==> config.mk <==
export PLATFORM = sky130hd
export DESIGN_NAME = systolic_pe
export DESIGN_NICKNAME = d
export VERILOG_FILES = /design/src/rtl/systolic_pe.sv
export SDC_FILE = /design/constraint.sdc
export NUM_CORES = 1
export LEC_CHECK = 0
export ABC_AREA = 0
export CORE_ASPECT_RATIO = 0.6
export CORE_UTILIZATION = 40
export DETAILED_ROUTE_END_ITERATION = 8
export GPL_TIMING_DRIVEN = 0
export HOLD_SLACK_MARGIN = 0.03
export PLACE_DENSITY = 0.56
export SLEW_MARGIN = 20
export SYNTH_ARGS = -nofsm -noshare
export SYNTH_HDL_FRONTEND = slang
export SYNTH_SLANG_ARGS = --single-unit
==> constraint.sdc <==
create_clock -name clk -period 10.56 [get_ports clk]
set_input_delay 1.056 -clock clk [delete_from_list [all_inputs] [get_ports clk]]
set_output_delay 1.056 -clock clk [all_outputs]
set_load 0.02 [all_outputs]
==> src/rtl/systolic_pe.sv <==
// Weight-stationary MAC PE: c_out = sat(b_in + weight * a_in), a_in forwarded.
// Define PE_OVF_STICKY_EN to hold overflow until reset or the next weight load.
module systolic_pe #(
    parameter int W = 8
) (
    input  logic         clk,
    input  logic         rst,
    input  logic         stationaryCtrl,
    input  logic [W-1:0] a_in,
    input  logic [W-1:0] b_in,
    output logic [W-1:0] a_out,
    output logic [W-1:0] c_out,
    output logic         overflow,
    output logic [W-1:0] debug_a_data
);

    localparam int SW = 2 * W + 1;

    localparam logic [SW-1:0] MAX_V = {{(W + 2){1'b0}}, {(W - 1){1'b1}}};
    localparam logic [SW-1:0] MIN_V = {{(W + 2){1'b1}}, {(W - 1){1'b0}}};

    logic [W-1:0]    weight;
    logic [2*W-1:0]  wt_ext;
    logic [2*W-1:0]  a_ext;
    logic [2*W-1:0]  prod;
    logic [SW-1:0]   sum;
    logic [W-1:0]    c_next;
    logic            ovf_next;

    // Low 2W bits of the product of sign-extended operands equal the signed product.
    assign wt_ext = {{W{weight[W-1]}}, weight};
    assign a_ext  = {{W{a_in[W-1]}}, a_in};
    assign prod   = wt_ext * a_ext;
    assign sum    = {{(W + 1){b_in[W-1]}}, b_in} + {prod[2*W-1], prod};

    always_comb begin
        c_next   = sum[W-1:0];
        ovf_next = 1'b0;
        if (stationaryCtrl) begin
            c_next   = b_in;
            ovf_next = 1'b0;
        end else if ($signed(sum) > $signed(MAX_V)) begin
            c_next   = MAX_V[W-1:0];
            ovf_next = 1'b1;
        end else if ($signed(sum) < $signed(MIN_V)) begin
            c_next   = MIN_V[W-1:0];
            ovf_next = 1'b1;
        end
`ifdef PE_OVF_STICKY_EN
        if (!stationaryCtrl && overflow) begin
            ovf_next = 1'b1;
        end
`endif
    end

    always_ff @(posedge clk) begin
        if (rst) begin
            weight   <= '0;
            a_out    <= '0;
            c_out    <= '0;
            overflow <= 1'b0;
        end else begin
            a_out    <= a_in;
            c_out    <= c_next;
            overflow <= ovf_next;
            if (stationaryCtrl) begin
                weight <= a_in;
            end
        end
    end

    assign debug_a_data = weight;

endmodule

==> results.ini <==
[floorplanning]
num_rows=27
design.core.area_um2=9223
die_y_um=77.69
initial_utilization_pct=41.41
ios=44
die_w_um=128.1
dieArea_um2=9955

[setup_path]
critical_path_required_ns=10.74
end_kind=flip-flop
cp_max_fo=10
crit_path_start_kind=input pin
slowest_stage=fa_1
cp.arrival_ns=6.92
critPathKind=input pin to flip-flop
reg2reg_from=debug_a_data[2]
critPathMostFrequentCell=fa_1
path_cells=clkdlybuf4s50_1 > clkinv_1 > fa_1 > inv_1 > fa_1 > fa_1 > fa_1 > fa_1 > ha_1 > a21oi_2 > nand2b_1 > nand3_1 > a221oi_2 > o21ai_0 > xnor2_1 > buf_4 > a21oi_1 > a221oi_1
reg2reg_to=c_out[6]
critPathMaxStageDelay_ns=0.64
r2r_cells=18
rrSetupSlack_ns=4.66

[cts]
path_clk_slew_ns=0.07
hold_buffers=0
cts_tree=built
cts_buffers=3
cts_repair_resize_count=0
clock-root-buffer=clkbuf_16
post-cts-setup-buffers=0
clock_latency_ns=0.27
cts.sinks=25
htree_levels=1
clockBufferDepth=2

[timing]
max_freq_ghz=0.1485
min_period_ns=6.734
hold_viol=0
fin_crit_sh_pct=63.76
rsz0062_at_grt=no
final_max_slew_viol_count=0
relSlewSlack_pct=57.03
tns_ns=0
setup_viol=0
worst_slew_pin_slew_ns=0.6446
fin_skew_ns=0.005194

[placement]
portBuffers=37
gp_congestion=0.7883
hpwlAfterDp_um=7374
dp.cells=577

[logic_synthesis]
synth_nets=533
syn_inst=410
syn_avg_cell_area_um2=9.314
synth-seq-area-share_pct=13.11
yosysWarnings=0
syn-cell-area_um2=3819
ys.flop_type=dfxtp_1
synth_edf_count=0
async_flop_share_pct=0
synth_cell_type_count=44
synth_seq_cells=25

[final_layout]
fillers=917
final_cell_mix=inv_1 (76), fa_1 (66), nand2_1 (39), ha_1 (38), clkdlybuf4s50_1 (37)
final_nets=575
final_common_cell=inv_1
layout.cells.non_filler=581
syn2layout_area_growth_pct=16.15
post_route_cells_drive_above_1_share_pct=4.213
diodes=0

[detailed_routing]
vias=2862
route.detailed.drc=0
wl_um=8786
routed_via_density=4.926
drt_iter0_drc=124
firstDrtPassIters=4
wl_per_cell_um=15.12
ant_nets=0

[power_and_ir_drop]
ir_drop_mv=0.09450
p_per_area_nw_per_um2=222.5
p_leak_nw=2.093

[min_path]
hold_start=debug_a_data[7]
hp-class=flip-flop to flip-flop
hold_end=debug_a_data[7]
hold_depth=2

[global_routing]
grt_max_degree=17
grt_pass1_vias=2866
grt_first_pass_wirelength_um=14860
antenna_found_initial=0
grt-ovfl-total=0
grt_util_all_layers_pct=19.35

[status]
status=completed

[flow_run]
drv_cap=0

[stage by stage]
stage / total power, mW / instance area (um2) / hold WS, ns / utilization [%] / worst slack [ns]
6_report: 0.9870 / 4436 / 0.6471 / 48.09 / 3.826
5_1_grt: 1.088 / 4436 / 0.7030 / 48.09 / 3.375
4_1_cts: 0.9887 / 4436 / 0.6525 / 48.09 / 3.755
3_5_place_dp: 0.8849 / 4352 / 0.6512 / 47.18 / 3.507
3_3_place_gp: 0.8762 / 4352 / 0.6331 / 47.18 / 3.530
2_1_floorplan: 0.6911 / 3819 / 0.6498 / - / 4.389
[metal layers]
layer	vias up	share of wire [%]	global-route usage [%]	wire, um
met2	53	39	26.25	3395
met5	-	0	0	0
met4	0	0.24	1.882	21
met1	1434	58	31.97	5088
met3	5	3.2	3.517	281
li1	1370	-	-	-
[area by class of cell]
type | instances | area, um2 | area share [%]
inverter | 77 | 289.0 | 6.516
buffer | 18 | 82.58 | 1.862
clock buffer | 3 | 75.07 | 1.693
timing repair buffer | 37 | 370.4 | 8.350
clock inverter | 1 | 8.758 | 0.1975
tap | 130 | 162.7 | 3.667
sequential | 25 | 500.5 | 11.28
multi-input combinational | 290 | 2947 | 66.43
[worst max-delay path by stage]
| stage | start | end | slack (ns) | cells past startpoint |
|---|---|---|---|---|
| 6_report | a_in[7] | c_out[6] | 3.83 | 18 |
| 5_1_grt | a_in[7] | c_out[4] | 3.37 | 17 |
| 4_1_cts | a_in[7] | c_out[6] | 3.75 | 18 |
| 3_5_place_dp | a_in[7] | c_out[6] | 3.51 | 18 |
| 3_3_place_gp | a_in[7] | c_out[6] | 3.53 | 18 |
| 2_1_floorplan | a_in[0] | c_out[6] | 4.39 | 19 |
[worst max-delay path, delay by kind of cell]
kind,cells,cell delay (ns)
and+or+nand+nor,2,0.31
adders and majority gates,6,2.91
buffers and inverters,4,1.18
xor gates and xnor gates,1,0.48
AOI/OAI and AO/OA,5,0.99
[flip-flops by register name, summed over array words and instances (netlist names)]
signal / cells
debug_a_data: 8
a_out: 8
c_out: 8
overflow: 1
[cells by family after synthesis]
group                    count (synthesis)  synth area share [%]
AND/OR/NAND/NOR                        123                 16.61
buffers and inverters                   95                 9.731
adder cells (fa/ha/maj)                104                 47.05
multiplexers                             9                 2.359
AO/OA/AOI/OAI                           42                 8.388
flip-flops                              25                 13.11
XOR/XNOR                                12                 2.752
[cell usage after synthesis, types with 2 or more instances]
cell,instances,area (um2)
inv_1,76,285.3
dfxtp_1,25,500.5
xnor2_1,12,105.1
clkbuf_1,14,52.55
o32ai_1,6,52.55
o21a_1,3,22.52
and2_1,30,187.7
and4_1,2,17.52
nand4b_1,2,17.52
nor3_1,2,10.01
fa_1,66,1321
ha_1,38,475.5
nand3_1,5,25.02
a21oi_2,3,26.28
buf_4,2,15.01
a21oi_1,12,60.06
o21ai_0,5,25.02
nor2b_1,7,43.79
mux2i_1,9,90.09
a221oi_2,2,30.03
nand2b_1,4,25.02
or2_2,2,12.51
nand4_1,4,25.02
nor2_1,21,78.83
nand2_1,39,146.4
[power by group]
part           leakage (nW)  internal [mW]  switching (mW)  total, mW
logic                  1.84          0.324           0.454      0.778
clock network        0.0415         0.0525          0.0395     0.0920
registers             0.208          0.111         0.00543      0.117
total                  2.09          0.488           0.499      0.987
Power figures use the tool's default switching activity.
